===== src/rtl/blur_pkg.sv =====
// Shared types and constants for the 3x3 box-blur frame controller.
// The state list gains StClear only when BLUR_BORDER_CLEAR_EN is defined.
package blur_pkg;

    typedef enum logic [2:0] {
        StIdle,
`ifdef BLUR_BORDER_CLEAR_EN
        StClear,
`endif
        StLoad,
        StCalc,
        StOut,
        StDone
    } state_e;

    localparam int unsigned NumTaps = 9;

    // Row-major 3x3 neighbourhood, top-left first
    localparam int TapRow [NumTaps] = '{-1, -1, -1, 0, 0, 0, 1, 1, 1};
    localparam int TapCol [NumTaps] = '{-1, 0, 1, -1, 0, 1, -1, 0, 1};

    function automatic int unsigned pad_width(int unsigned w);
        return w + 2;
    endfunction

    function automatic int unsigned pad_size(int unsigned w, int unsigned h);
        return (w + 2) * (h + 2);
    endfunction

    function automatic int unsigned frame_beats(int unsigned w, int unsigned h);
        return w * h * 3;
    endfunction

    function automatic int tap_offset(logic [3:0] k, int unsigned w2);
        return TapRow[k] * int'(w2) + TapCol[k];
    endfunction

    function automatic logic [3:0] div9(logic [7:0] s);
        return 4'(s / 8'd9);
    endfunction

endpackage


===== src/rtl/blur_frame_ctrl_if.sv =====
// Pixel-in, padded-buffer and pixel-out signals of the blur controller.
// master = controller side, slave = stream source/sink and buffer side.
interface blur_frame_ctrl_if #(
    parameter int unsigned ADDR_W = 17
);
    logic              in_valid;
    logic              in_ready;
    logic [3:0]        data_in;

    logic              mem_wr_en;
    logic [1:0]        mem_wr_ch;
    logic [ADDR_W-1:0] mem_wr_addr;
    logic [3:0]        mem_wr_data;

    logic              mem_rd_en;
    logic [ADDR_W-1:0] mem_rd_addr;
    logic [11:0]       mem_rd_data;

    logic              out_valid;
    logic              out_ready;
    logic [3:0]        data_out_R;
    logic [3:0]        data_out_G;
    logic [3:0]        data_out_B;

    modport master (
        input  in_valid, data_in, mem_rd_data, out_ready,
        output in_ready, mem_wr_en, mem_wr_ch, mem_wr_addr, mem_wr_data,
        output mem_rd_en, mem_rd_addr, out_valid, data_out_R, data_out_G, data_out_B
    );

    modport slave (
        output in_valid, data_in, mem_rd_data, out_ready,
        input  in_ready, mem_wr_en, mem_wr_ch, mem_wr_addr, mem_wr_data,
        input  mem_rd_en, mem_rd_addr, out_valid, data_out_R, data_out_G, data_out_B
    );
endinterface


===== src/rtl/blur_addr_gen.sv =====
// Padded-buffer pointer: walks interior pixels skipping the 2-wide border,
// and forms the 3x3 tap address around the current pointer.
module blur_addr_gen
    import blur_pkg::*;
#(
    parameter int unsigned Width  = 400,
    parameter int unsigned ADDR_W = 17
) (
    input  logic              clk,
    input  logic              reset,
    input  logic              init,
    input  logic              step,
    input  logic [3:0]        tap,
    output logic [ADDR_W-1:0] ptr,
    output logic [ADDR_W-1:0] tap_addr
);
    localparam int unsigned     ColW      = (Width > 1) ? $clog2(Width) : 1;
    localparam logic [ADDR_W-1:0] FirstAddr = ADDR_W'(Width + 3);

    logic [ColW-1:0]   col_q;
    logic [ADDR_W-1:0] ptr_q;
    logic [3:0]        tap_sel;

    always_ff @(posedge clk) begin
        if (reset) begin
            ptr_q <= '0;
            col_q <= '0;
        end else if (init) begin
            ptr_q <= FirstAddr;
            col_q <= '0;
        end else if (step) begin
            if (col_q == ColW'(Width - 1)) begin
                ptr_q <= ptr_q + ADDR_W'(3);
                col_q <= '0;
            end else begin
                ptr_q <= ptr_q + ADDR_W'(1);
                col_q <= col_q + ColW'(1);
            end
        end
    end

    // Out-of-range tap indices fall back to the centre
    always_comb begin
        tap_sel  = (tap < 4'd9) ? tap : 4'd4;
        tap_addr = ptr_q + ADDR_W'(tap_offset(tap_sel, pad_width(Width)));
    end

    assign ptr = ptr_q;

endmodule


===== src/rtl/blur_frame_ctrl.sv =====
// 3x3 box-blur frame controller: loads a padded RGB buffer, then reads nine
// taps per pixel and streams floor(sum/9). Option: BLUR_BORDER_CLEAR_EN.
module blur_frame_ctrl
    import blur_pkg::*;
#(
    parameter int unsigned Width  = 400,
    parameter int unsigned Height = 300,
    parameter int unsigned ADDR_W = 17
) (
    input  logic              clk,
    input  logic              reset,
    input  logic              start,
    blur_frame_ctrl_if.master bus,
    output logic              busy,
    output logic              frame_done
);
    localparam int unsigned NumPix     = Width * Height;
    localparam int unsigned FrameBeats = frame_beats(Width, Height);
    localparam int unsigned BeatCntW   = $clog2(FrameBeats + 1);
    localparam int unsigned PixW       = $clog2(NumPix + 1);
`ifdef BLUR_BORDER_CLEAR_EN
    localparam int unsigned PadSize    = pad_size(Width, Height);
    logic [ADDR_W-1:0] clr_q;
`endif

    state_e state_q, state_d;

    logic [1:0]          ch_q;
    logic [BeatCntW-1:0] beat_q;
    logic [PixW-1:0]     pix_q;
    logic [3:0]          tap_q;
    logic [7:0]          sum_r_q, sum_g_q, sum_b_q;
    logic [3:0]          out_r_q, out_g_q, out_b_q;

    logic accept, last_beat, handshake, last_pix, rd_en, ag_init, ag_step;
    logic [ADDR_W-1:0] wr_ptr, tap_addr;

    blur_addr_gen #(
        .Width  (Width),
        .ADDR_W (ADDR_W)
    ) u_addr_gen (
        .clk      (clk),
        .reset    (reset),
        .init     (ag_init),
        .step     (ag_step),
        .tap      (tap_q),
        .ptr      (wr_ptr),
        .tap_addr (tap_addr)
    );

    assign accept    = (state_q == StLoad) && bus.in_valid;
    assign last_beat = accept && (beat_q == BeatCntW'(FrameBeats - 1));
    assign handshake = (state_q == StOut) && bus.out_ready;
    assign last_pix  = (pix_q == PixW'(NumPix - 1));
    // Taps 0..8 issue reads; 9 collects the last return, 10 registers the result
    assign rd_en     = (state_q == StCalc) && (tap_q < 4'd9);

    always_comb begin
        state_d = state_q;
        ag_init = 1'b0;
        ag_step = 1'b0;
        unique case (state_q)
            StIdle: begin
                if (start) begin
`ifdef BLUR_BORDER_CLEAR_EN
                    state_d = StClear;
`else
                    state_d = StLoad;
                    ag_init = 1'b1;
`endif
                end
            end
`ifdef BLUR_BORDER_CLEAR_EN
            StClear: begin
                if (clr_q == ADDR_W'(PadSize - 1)) begin
                    state_d = StLoad;
                    ag_init = 1'b1;
                end
            end
`endif
            StLoad: begin
                ag_step = accept && (ch_q == 2'd2);
                // Pointer is reused as the CALC centre, so rewind it here
                if (last_beat) begin
                    state_d = StCalc;
                    ag_init = 1'b1;
                end
            end
            StCalc: begin
                if (tap_q == 4'd10) state_d = StOut;
            end
            StOut: begin
                if (handshake) begin
                    ag_step = 1'b1;
                    state_d = last_pix ? StDone : StCalc;
                end
            end
            StDone:  state_d = StIdle;
            default: state_d = StIdle;
        endcase
    end

    always_comb begin
        bus.in_ready    = (state_q == StLoad);
        bus.mem_wr_en   = accept;
        bus.mem_wr_ch   = accept ? ch_q : 2'd0;
        bus.mem_wr_addr = accept ? wr_ptr : '0;
        bus.mem_wr_data = accept ? bus.data_in : 4'd0;
`ifdef BLUR_BORDER_CLEAR_EN
        if (state_q == StClear) begin
            bus.mem_wr_en   = 1'b1;
            bus.mem_wr_ch   = 2'd3;
            bus.mem_wr_addr = clr_q;
            bus.mem_wr_data = 4'd0;
        end
`endif
        bus.mem_rd_en   = rd_en;
        bus.mem_rd_addr = rd_en ? tap_addr : '0;
        bus.out_valid   = (state_q == StOut);
        bus.data_out_R  = out_r_q;
        bus.data_out_G  = out_g_q;
        bus.data_out_B  = out_b_q;
        busy            = (state_q != StIdle);
        frame_done      = (state_q == StDone);
    end

    always_ff @(posedge clk) begin
        if (reset) state_q <= StIdle;
        else       state_q <= state_d;
    end

    always_ff @(posedge clk) begin
        if (reset) begin
            ch_q    <= '0;
            beat_q  <= '0;
            pix_q   <= '0;
            tap_q   <= '0;
            sum_r_q <= '0;
            sum_g_q <= '0;
            sum_b_q <= '0;
            out_r_q <= '0;
            out_g_q <= '0;
            out_b_q <= '0;
`ifdef BLUR_BORDER_CLEAR_EN
            clr_q   <= '0;
`endif
        end else begin
            if (state_q == StIdle) begin
                ch_q   <= '0;
                beat_q <= '0;
                pix_q  <= '0;
                tap_q  <= '0;
`ifdef BLUR_BORDER_CLEAR_EN
                clr_q  <= '0;
`endif
            end
`ifdef BLUR_BORDER_CLEAR_EN
            if (state_q == StClear) clr_q <= clr_q + ADDR_W'(1);
`endif
            if (accept) begin
                ch_q   <= (ch_q == 2'd2) ? 2'd0 : ch_q + 2'd1;
                beat_q <= beat_q + BeatCntW'(1);
            end
            if (state_q == StCalc) begin
                if (tap_q == 4'd10) begin
                    tap_q   <= '0;
                    out_r_q <= div9(sum_r_q);
                    out_g_q <= div9(sum_g_q);
                    out_b_q <= div9(sum_b_q);
                end else begin
                    tap_q <= tap_q + 4'd1;
                end
                // Read data lags the tap counter by one cycle
                if (tap_q == 4'd0) begin
                    sum_r_q <= '0;
                    sum_g_q <= '0;
                    sum_b_q <= '0;
                end else if (tap_q <= 4'd9) begin
                    sum_r_q <= sum_r_q + {4'd0, bus.mem_rd_data[11:8]};
                    sum_g_q <= sum_g_q + {4'd0, bus.mem_rd_data[7:4]};
                    sum_b_q <= sum_b_q + {4'd0, bus.mem_rd_data[3:0]};
                end
            end
            if (handshake) pix_q <= pix_q + PixW'(1);
        end
    end

endmodule


===== src/flat_wrapper.sv =====
// flat-port wrapper written by rule: the top's interface ports become plain ports
module blur_frame_ctrl_flat import blur_pkg::*;
#(
    parameter int unsigned Width  = 400,
    parameter int unsigned Height = 300,
    parameter int unsigned ADDR_W = 17
)
  (clk, reset, start, busy, frame_done, bus_in_valid, bus_data_in, bus_mem_rd_data, bus_out_ready, bus_in_ready, bus_mem_wr_en, bus_mem_wr_ch, bus_mem_wr_addr, bus_mem_wr_data, bus_mem_rd_en, bus_mem_rd_addr, bus_out_valid, bus_data_out_R, bus_data_out_G, bus_data_out_B);
  blur_frame_ctrl_if #(.ADDR_W(ADDR_W)) bus_i ();
  input  logic clk;
  input  logic reset;
  input  logic start;
  output logic busy;
  output logic frame_done;
  input wire logic [$bits(bus_i.in_valid)-1:0] bus_in_valid;
  input wire logic [$bits(bus_i.data_in)-1:0] bus_data_in;
  input wire logic [$bits(bus_i.mem_rd_data)-1:0] bus_mem_rd_data;
  input wire logic [$bits(bus_i.out_ready)-1:0] bus_out_ready;
  output wire logic [$bits(bus_i.in_ready)-1:0] bus_in_ready;
  output wire logic [$bits(bus_i.mem_wr_en)-1:0] bus_mem_wr_en;
  output wire logic [$bits(bus_i.mem_wr_ch)-1:0] bus_mem_wr_ch;
  output wire logic [$bits(bus_i.mem_wr_addr)-1:0] bus_mem_wr_addr;
  output wire logic [$bits(bus_i.mem_wr_data)-1:0] bus_mem_wr_data;
  output wire logic [$bits(bus_i.mem_rd_en)-1:0] bus_mem_rd_en;
  output wire logic [$bits(bus_i.mem_rd_addr)-1:0] bus_mem_rd_addr;
  output wire logic [$bits(bus_i.out_valid)-1:0] bus_out_valid;
  output wire logic [$bits(bus_i.data_out_R)-1:0] bus_data_out_R;
  output wire logic [$bits(bus_i.data_out_G)-1:0] bus_data_out_G;
  output wire logic [$bits(bus_i.data_out_B)-1:0] bus_data_out_B;
  assign bus_i.in_valid = bus_in_valid;
  assign bus_i.data_in = bus_data_in;
  assign bus_i.mem_rd_data = bus_mem_rd_data;
  assign bus_i.out_ready = bus_out_ready;
  assign bus_in_ready = bus_i.in_ready;
  assign bus_mem_wr_en = bus_i.mem_wr_en;
  assign bus_mem_wr_ch = bus_i.mem_wr_ch;
  assign bus_mem_wr_addr = bus_i.mem_wr_addr;
  assign bus_mem_wr_data = bus_i.mem_wr_data;
  assign bus_mem_rd_en = bus_i.mem_rd_en;
  assign bus_mem_rd_addr = bus_i.mem_rd_addr;
  assign bus_out_valid = bus_i.out_valid;
  assign bus_data_out_R = bus_i.data_out_R;
  assign bus_data_out_G = bus_i.data_out_G;
  assign bus_data_out_B = bus_i.data_out_B;
  blur_frame_ctrl #(.Width(Width), .Height(Height), .ADDR_W(ADDR_W)) u_core (.clk(clk), .reset(reset), .start(start), .bus(bus_i), .busy(busy), .frame_done(frame_done));
endmodule

===== config.mk =====
export PLATFORM = sky130hd
export DESIGN_NAME = blur_frame_ctrl_flat
export DESIGN_NICKNAME = d
export VERILOG_FILES = /design/src/rtl/blur_pkg.sv /design/src/rtl/blur_frame_ctrl_if.sv /design/src/rtl/blur_addr_gen.sv /design/src/rtl/blur_frame_ctrl.sv /design/src/flat_wrapper.sv
export SDC_FILE = /design/constraint.sdc
export NUM_CORES = 1
export LEC_CHECK = 0
export CAP_MARGIN = 15
export CORE_UTILIZATION = 63
export CTS_CLUSTER_DIAMETER = 150
export DETAILED_ROUTE_END_ITERATION = 8
export PLACE_DENSITY = 0.88
export RECOVER_POWER = 25
export SLEW_MARGIN = 30
export SYNTH_ARGS = -nofsm -noshare
export SYNTH_HDL_FRONTEND = slang
export SYNTH_HIERARCHICAL = 1
export SYNTH_SLANG_ARGS = --single-unit

===== constraint.sdc =====
create_clock -name clk -period 16.6 [get_ports clk]
set_input_delay 3.32 -clock clk [delete_from_list [all_inputs] [get_ports clk]]
set_output_delay 3.32 -clock clk [all_outputs]
set_load 0.05 [all_outputs]

Word level (Yosys, flattened, before mapping)
Memory sizes are Yosys's and may differ from the RTL's.
Cells that the tools add are included.

word-level totals
  bits in registers = 107
  memory bits (read-only) = 1024
  input port bits = 21
  output and inout bits = 58
  logic and storage cells = 106
  memories kept = 2

memory list
  name             words  bits a word  read ports  clocked after Yosys merged registers in  write ports  line            text
  (no name shown)  16     32           1           0                                        0            blur_pkg.sv:35  return TapRow[k] * int'(w2) + TapCol[k];
  (no name shown)  16     32           1           0                                        0            blur_pkg.sv:35

cells by class
  add/subtract/negate cells = 12
  multiply operators = 1
  div/mod/pow operators = 3
  $lt $le $gt $ge = 3
  eq/ne operators = 13
  multiplexer cells = 40
  bitwise gates (word level) = 1
  reductions and logical operators = 17

operators by type and width
  kind                   number
  $mux 17                7
  $mux 32                2
  $mux 8                 6
  $mux 19                2
  $add 17x1->17 const B  2
  $add 17x17->17         2
  $mul 32x9->16 const B  1
  $mux 9                 3
  $add 8x4->8            3
  $div 8x4->8 const B    3
  $mux 4                 5
  $add 19x1->19 const B  1
  $eq 19x19->1 const B   1
  $add 17x2->17 const B  1
  $eq 17x17->1 const B   1
  $mux 3                 5
  $pmux 3 s4             1
  $reduce_bool 2->1      5
  $add 9x1->9 const B    1
  $eq 9x9->1 const B     1
  $mux 2                 4
  $eq 3x2->1 const B     2
  $ne 2x1->1 const B     3
  $ge 5x5->1 const B     1
  19 further kinds       27

Depth between registers and ports, before layout
Gate-level depths: netlist (run 1).

  word-level depth = 10
  gate-level depth with buffers = 17
  depth with buffers taken out = 17

Hierarchy
The synthesis (run 1) kept the hierarchy.

by module, submodules not included
  module           times used  cells an instance  area each (µm²)  sequential area each (µm²)
  blur_frame_ctrl  1           771                5639.2           1621.6
  blur_addr_gen    1           276                2374.8           520.5

Least setup slack after synthesis (run 1)
No wires, ideal clock.

  path type = reg2out
  start point = register u_core.tap_q[3]
  end point = output port bus_mem_rd_addr[16]
  data arrival time = 4706 ps
  required time = 13280 ps
  path slack = 8574 ps
  stages on the path, launching flop included = 15
  path buffers = 0
  cell sequence = dfxtp_1 -> nand2b_1 -> inv_1 -> ha_1 -> a22oi_1 -> inv_1 -> fa_1 -> ha_1 -> a211o_1 -> a21oi_2 -> a21oi_2 -> a221o_1 -> or4_1 -> nand3_1 -> and2_1

between the ends
  longest elaborated chain between the ends = 10
  elaborated cells on any way between the ends = 14
  classes of those cells = 2 x add/sub; 1 x mul; 1 x order compare; 6 x mux; 1 x bitwise; 1 x reduce/logical; 2 x memory

ends and longest elaborated chain
  item                                        line                    text
  start, declared                             blur_frame_ctrl.sv:31   logic [3:0] tap_q;
  start signal, assigned                      blur_frame_ctrl.sv:171  tap_q <= tap_q + 4'd1;
  $lt 4x4->1                                  blur_addr_gen.sv:44     tap_sel = (tap < 4'd9) ? tap : 4'd4;
  $mux 4 (*)                                  blur_addr_gen.sv:44
  $not 4->5 (implied by the code) (*)         blur_pkg.sv:35
  $mem_v2 16x32                               n/a
  $mux 32 (implied by the code) (2 in a row)  blur_pkg.sv:35
  $mul 32x9->16                               blur_pkg.sv:35
  $add 17x17->17 (*)                          blur_pkg.sv:35
  $add 17x17->17 (*)                          blur_addr_gen.sv:45     tap_addr = ptr_q + ADDR_W'(tap_offset(tap_sel, pad_width(Width)));
  named net u_core.tap_addr[16]               blur_frame_ctrl.sv:36   logic [ADDR_W-1:0] wr_ptr, tap_addr;
  $mux 17 (*)                                 blur_frame_ctrl.sv:118  bus.mem_rd_addr = rd_en ? tap_addr : '0;
  end, declared                               flat_wrapper.sv:25      output wire logic [$bits(bus_i.mem_rd_addr)-1:0] bus_mem_rd_addr;

The timed path passes the listed nets; every way through them passes the cells marked *. The select of a mux whose other input is x is not followed.

Worst setup path after layout (run 1)
  start point = input port bus_in_valid
  end point = output port bus_mem_wr_en

between the ends
  longest elaborated chain between the ends = 1

ends and longest elaborated chain
  item               line                   text
  start, declared    flat_wrapper.sv:15     input wire logic [$bits(bus_i.in_valid)-1:0] bus_in_valid;
  $logic_and 1x1->1  blur_frame_ctrl.sv:51  assign accept = (state_q == StLoad) && bus.in_valid;
  end, declared      flat_wrapper.sv:20     output wire logic [$bits(bus_i.mem_wr_en)-1:0] bus_mem_wr_en;

No other way between the ends.

==> flow_summary.yaml, run 1 <==
sta:
  fmax_ghz: 0.106
  layout_min_cycle_time_ns: 9.46
  skew_ns: 0.00948
  timing.setup.tns_ns: 0
  final-max-slew-violation-count: 79
  rsz0062_at_grt: "false"
  setup_viol: 0
  relSlewSlack: -1.41
  min_period_over_period: 0.570
  finalHoldViolCount: 0
  setup_ws_ns: 7.14
  tightest_slew_ns: 3.61
global_routing:
  antenna_found_initial: 0
  grt_usage: 0.286
  grt_max_degree: 79
  grt_pass1_wl_mm: 30.8
  grt_overflow: 0
  first_global_vias: 6694
route:
  vias: 7596
  drc: 0
  first_pass_iters: 5
  wl_met1_mm: 8.30
  dr.max_layer_used: "met4"
  wl_met3_um: 999
  viasPerCell: 6.03
  drt_iter0_drc: 592
  drt_wl_total_mm: 18.2
  avgRoutedWirePerCell_um: 14.5
  wl_met2_mm: 8.67
  drt.antenna.violating_nets: 0
logic_synthesis:
  synth_ff_type: "dfxtp_1"
  synthCells: 1047
  synth_edf_count: 0
  yosysUniqueCellTypes: 69
  synthesis.area_um2: 8010
  ys_ff_latch: 107
  syn_area_per_cell_um2: 7.65
  yosysWarningCount: 6
  async_reset_ff_frac: 0
  syn-num-nets: 1132
  synth_seq_area_share: 0.267
cts:
  cts_num_sinks: 107
  post_cts_resized: 0
  holdBufCountCts: 0
  clockRootBuffer: "clkbuf_16"
  cts_inserted_buffers: 9
  cts_tree: "yes"
  clk_latency_ns: 0.36
  clk_pin_slew_ns: 0.08
  clock_path_buffers: 2
  cts_post_setup_buffers_inserted: 0
  htreeDepth: 3
min_path:
  min_to: "u_core/bus.data_out_B[2]$_SDFFE_PP0P_"
  hp-class: "flip-flop to flip-flop"
  hp-start: "u_core/bus.data_out_B[2]$_SDFFE_PP0P_"
  whs_path_depth: 2
floorplanning:
  ios: 79
  start_util: 0.656
  fp.dieArea_um2: 13200
  dieWidth_um: 115
  die_h_um: 115
  core-area_um2: 12200
  fp-row-count: 40
finish:
  seq_area_um2: 2140
  n_fill_cell: 965
  multiInputGateArea_um2: 5490
  fin_nets: 1172
  syn2layout_area_growth_pct: 13.9
  drive_above_1_share: 0.0348
  antenna_cells: 0
critical_path:
  crit_top_cell: "clkdlybuf4s50_1"
  critPathBufInv: 3
  worstPathRequired_ns: 13.28
  critPathTopFamily: "buffers and inverters"
  cp_max_fo: 24
  critPathSlowestCell: "clkdlybuf4s50_1"
  reg2reg_depth: 10
  arrival_ns: 6.14
  r2r_setup_slack_ns: 13.54
  timing.rr.end: "u_core/u_addr_gen/ptr[16]$_SDFFE_PP0P_"
  path_cells: "clkdlybuf4s50_1, nand4bb_1, inv_1, clkdlybuf4s50_1"
  cp-end-kind: "output pin"
  cp-start-kind: "input port"
  critical_path_class: "input port to output pin"
  max_stage_delay_ns: 0.89
  rr_startpoint: "u_core/state_q[0]$_SDFFE_PP0P_"
power:
  p_leak_nw: 3.59
  p_per_area_nw_per_um2: 112
  peakVddDrop_mv: 0.0593
place:
  dp_slack_ns: 7.22
  dp_hpwl_mm: 13.0
  globalplace.congestion: 0.946
  portBuffers: 78
run_status:
  violations: "capacitance limit, slew limit"
  status: "finished, violations left"
run:
  drv_cap: 1
where the power goes:
group          internal (mW)  switching (mW)
Clock                  0.120           0.105
Combinational          0.199           0.319
Sequential             0.265          0.0179
worst max-delay path by stage:
stage / startpoint / to / cells after the start / slack, ns
after CTS: bus_in_valid / bus_mem_wr_en / 4 / 7.20
after global placement: bus_in_valid / bus_mem_wr_en / 4 / 7.29
final: bus_in_valid / bus_mem_wr_en / 4 / 7.14
after floorplan: u_core/tap_q[3]$_SDFFE_PP0P_ / bus_mem_rd_addr[16] / 14 / 8.57
after detailed placement: bus_in_valid / bus_mem_wr_en / 4 / 7.22
after global routing: bus_in_valid / bus_mem_wr_en / 4 / 6.95
cell usage in the layout, fill, tap and decap left out, drive strengths merged, types with 7 or more instances in the layout:
cell type      count
xnor2             36
dfxtp            107
ha                44
nor2b             23
xor2              25
a21o              20
o21ai             36
o22ai              7
nand2b            19
fa                20
o31ai              7
inv               52
nand2             86
o21a              11
and2              23
and3              40
nor3              26
o211ai            10
a211oi            10
a31oi              8
mux2i              8
clkbuf            10
nand4             12
a22oi             22
nand3             42
a21oi             66
nor2             156
clkdlybuf4s50     77
synthesized netlist by cell type, types with 8 or more instances:
master    count  area share
a211oi_1     10      0.0094
clkbuf_1     48       0.022
o211ai_1     10      0.0094
o21a_1       11       0.010
nor2b_1      23       0.018
ha_1         44       0.069
nor2_1      156       0.073
o21ai_0      36       0.022
xor2_1       25       0.027
nand2b_1     19       0.015
and3_1       40       0.031
a22oi_1      22       0.021
dfxtp_1     107        0.27
a21o_1       19       0.018
and2_1       23       0.018
xnor2_1      36       0.039
fa_1         20       0.050
nor3_1       25       0.016
a31oi_1       8      0.0062
mux2i_1       8       0.010
a21oi_1      64       0.040
inv_1        49       0.023
nand3_1      42       0.026
nand4_1      12      0.0094
nand2_1      86       0.040
through the flow:
stage / std cells / util / hold slack (ns) / area, um^2 / power, mW
after floorplan: 1047 / - / 0.427 / 8010 / 0.681
after global placement: 1243 / 0.722 / 0.441 / 8820 / 0.786
after detailed placement: 1244 / 0.723 / 0.452 / 8820 / 0.801
after CTS: 1260 / 0.748 / 0.462 / 9130 / 1.03
after global routing: 1260 / 0.748 / 0.502 / 9130 / 1.10
final: 1260 / 0.748 / 0.473 / 9130 / 1.03
metal layers:
| layer | vias up | global-route usage |
|---|---|---|
| li1 | 3761 | - |
| met1 | 3541 | 0.379 |
| met2 | 269 | 0.482 |
| met3 | 25 | 0.0453 |
| met4 | 0 | 0.0831 |
| met5 | - | 0 |
cell type report:
class | count | area share
clock buffers | 9 | 0.0247
well taps | 168 | 0.0230
inverters | 50 | 0.0206
clock inverters | 7 | 0.00904
flip-flops and latches | 107 | 0.235
repair buffers | 81 | 0.0867
multi-input cells | 838 | 0.601
logic make-up (layout without fill, tap and decap cells):
| family | after synthesis | in the layout | share of synthesized area |
|---|---|---|---|
| XOR/XNOR | 61 | 61 | 0.0667 |
| buffers and inverters | 102 | 147 | 0.0482 |
| multiplexers | 14 | 14 | 0.0184 |
| AO/OA/AOI/OAI | 238 | 238 | 0.199 |
| adder cells (fa/ha/maj) | 68 | 68 | 0.124 |
| flip-flops | 107 | 107 | 0.267 |
| AND/OR/NAND/NOR | 457 | 457 | 0.277 |
worst register-to-register path, stage by stage, from the launching register on:
cell	delay [ns]
dfxtp_1	0.51
nand2b_1	0.15
nor2_2	0.59
and3_1	0.30
a21o_1	0.39
and3b_1	0.26
nand2_1	0.12
nor2_1	0.30
nand3_1	0.14
xor2_1	0.15
nor2_1	0.05
state kept, by name, indices dropped and copies added, names as in the netlist:
register / count
u_core/bus.data_out_B: 4
u_core/bus.data_out_G: 4
u_core/state_q: 3
u_core/sum_b_q: 8
u_core/beat_q: 19
u_core/sum_r_q: 8
u_core/tap_q: 4
u_core/pix_q: 17
u_core/ch_q: 2
u_core/sum_g_q: 8
u_core/u_addr_gen/ptr: 17
u_core/u_addr_gen/col_q: 9
u_core/bus.data_out_R: 4
(Power assumes the default switching activity.)
==> run 2: changes to the inputs <==
--- a/config.mk
+++ b/config.mk
@@ -6,10 +6,10 @@
 export NUM_CORES = 1
 export LEC_CHECK = 0
 export CAP_MARGIN = 15
-export CORE_UTILIZATION = 63
+export CORE_UTILIZATION = 53
 export CTS_CLUSTER_DIAMETER = 150
 export DETAILED_ROUTE_END_ITERATION = 8
-export PLACE_DENSITY = 0.88
+export PLACE_DENSITY = 0.79
 export RECOVER_POWER = 25
 export SLEW_MARGIN = 30
 export SYNTH_ARGS = -nofsm -noshare
==> constraint.sdc (replaced) <==
create_clock -name clk -period 7.7 [get_ports clk]
set_input_delay 1.54 -clock clk [delete_from_list [all_inputs] [get_ports clk]]
set_output_delay 1.54 -clock clk [all_outputs]
set_load 0.05 [all_outputs]
==> run 2 against run 1 <==
Against the previous run: the run ends with DRC, capacitance limit, slew limit left; combinational power increased by 120%; clock-buffer cell count increased by 2; total power increased by 120%; non-clock buffer count increased by 1; design area increased by 0.66%; setup slack got worse by 6.7 ns; die area increased by 19%; clock power increased by 130%; largest cell class unchanged.
==> flow_summary.yaml, run 2 (synthesis gave the netlist of run 1 again) <==
power:
  power_mw: 2.25
  p_per_area_nw_per_um2: 245
  peakVddDrop_mv: 0.153
  p_leak_nw: 3.62
critical_path:
  cp.depth: 18
  cp-end-kind: "output pin"
  worstPathRequired_ns: 6.16
  crit_top_cell: "inv_1"
  arrival_ns: 5.72
  cp-start-kind: "flip-flop"
  cp_max_fo: 16
  critPathTopFamily: "buffers and inverters"
  max_stage_delay_ns: 0.79
  path_cells: "nand2b_1, inv_1, ha_1, or3_1, inv_1, ha_1, inv_1, fa_1, inv_1, ha_1, a21o_1, a21oi_2, a21oi_2, a221o_1, or4_1, nand3_1, and2_1, clkdlybuf4s50_1"
  reg2reg_depth: 11
  critPathSlowestCell: "clkdlybuf4s50_1"
  critPathBufInv: 5
  critical_path_class: "flip-flop to output pin"
cts:
  clk_pin_slew_ns: 0.07
  cts_inserted_buffers: 9
  clk_latency_ns: 0.36
  clock_path_buffers: 2
  htreeDepth: 3
  holdBufCountCts: 0
  cts_tree: "yes"
  post_cts_resized: 0
  cts_post_setup_buffers_inserted: 0
  clockRootBuffer: "clkbuf_16"
  cts_num_sinks: 107
global_routing:
  grt_usage: 0.241
  grt_pass1_wl_mm: 31.5
  grt_overflow: 0
  grt_max_degree: 79
  antenna_found_initial: 0
  first_global_vias: 6757
finish:
  antenna_cells: 0
  drive_above_1_share: 0.0357
  final_util: 0.628
  final_cell_mix: "156 x nor2_1, 107 x dfxtp_1, 86 x nand2_1"
  fin_nets: 1173
  largest_reg_flops: 19
  n_fill_cell: 1298
  fin_area_um2: 9190
  syn2layout_area_growth_pct: 14.7
  top_register: "u_core/beat_q"
  final_common_cell: "nor2_1"
place:
  globalplace.congestion: 0.901
  dp_hpwl_mm: 13.2
  portBuffers: 78
  placed_area_um2: 8850
route:
  drc: 14
  first_pass_iters: 7
  avgRoutedWirePerCell_um: 14.4
  viasPerCell: 5.78
  drt.antenna.violating_nets: 0
  drt_iter0_drc: 519
  drt_wl_total_mm: 18.4
  vias: 7380
sta:
  tightest_slew_ns: 3.56
  fmax_ghz: 0.138
  timing.setup.tns_ns: 0
  skew_ns: 0.00729
  final-max-slew-violation-count: 79
  min_period_over_period: 0.943
  relSlewSlack: -1.37
  finalHoldViolCount: 0
  layout_min_cycle_time_ns: 7.26
  setup_viol: 0
  rsz0062_at_grt: "false"
run_status:
  status: "finished, violations left"
  violations: "DRC, capacitance limit, slew limit"
floorplanning:
  ios: 79
  fp.dieArea_um2: 15600
  fp-row-count: 44
  start_util: 0.547
  die_h_um: 125
  core-area_um2: 14600
  dieWidth_um: 125
run:
  drv_cap: 1
min_path:
  whs_path_depth: 2
  hp-class: "flip-flop to flip-flop"
run 2: worst min-delay path, delay by kind of cell (launching register included):
kind               cells  cell delay (ns)
AOI/OAI and AO/OA      1             0.05
DFF                    1             0.31
and+or+nand+nor        1             0.05
run 2: cell type report:
cell class / count / area (um^2) / area share
inverter: 50 / 188 / 0.0204
timing repair buffer: 82 / 802 / 0.0873
clock inverter: 5 / 82.6 / 0.00898
clock buffer: 11 / 253 / 0.0275
tap: 184 / 230 / 0.0250
sequential: 107 / 2140 / 0.233
multi-input combinational: 838 / 5490 / 0.598
run 2: final timing paths:
| check | from | endpoint | slack [ns] |
|---|---|---|---|
| worst max-delay path | u_core/tap_q[3]$_SDFFE_PP0P_ | bus_mem_rd_addr[16] | 0.44 |
| worst min-delay path | u_core/bus.data_out_R[2]$_SDFFE_PP0P_ | u_core/bus.data_out_R[2]$_SDFFE_PP0P_ | 0.46 |
| worst max register to register | u_core/sum_b_q[6]$_SDFFE_PP0P_ | u_core/bus.data_out_B[1]$_SDFFE_PP0P_ | 4.61 |
| worst min register to register | u_core/bus.data_out_R[2]$_SDFFE_PP0P_ | u_core/bus.data_out_R[2]$_SDFFE_PP0P_ | 0.46 |
run 2: through the flow:
step           worst slack, ns  hold WS, ns  std cells
2_1_floorplan             1.45        0.427       1047
3_3_place_gp             0.928        0.445       1261
5_1_grt                 0.0138        0.480       1277
3_5_place_dp             0.797        0.450       1261
4_1_cts                  0.403        0.462       1277
6_report                 0.441        0.456       1277
run 2: power breakdown:
part           leakage, nW  switching [mW]  internal [mW]
sequential           0.863          0.0367          0.572
combinational         2.59           0.688          0.430
clock                0.167           0.217          0.305
run 2: layer usage:
metal,share of wire,global-route usage,vias to the layer above
li1,-,-,3758
met1,0.47,0.311,3420
met2,0.47,0.419,179
met3,0.038,0.0355,23
met4,0.015,0.0681,0
met5,0,0,-
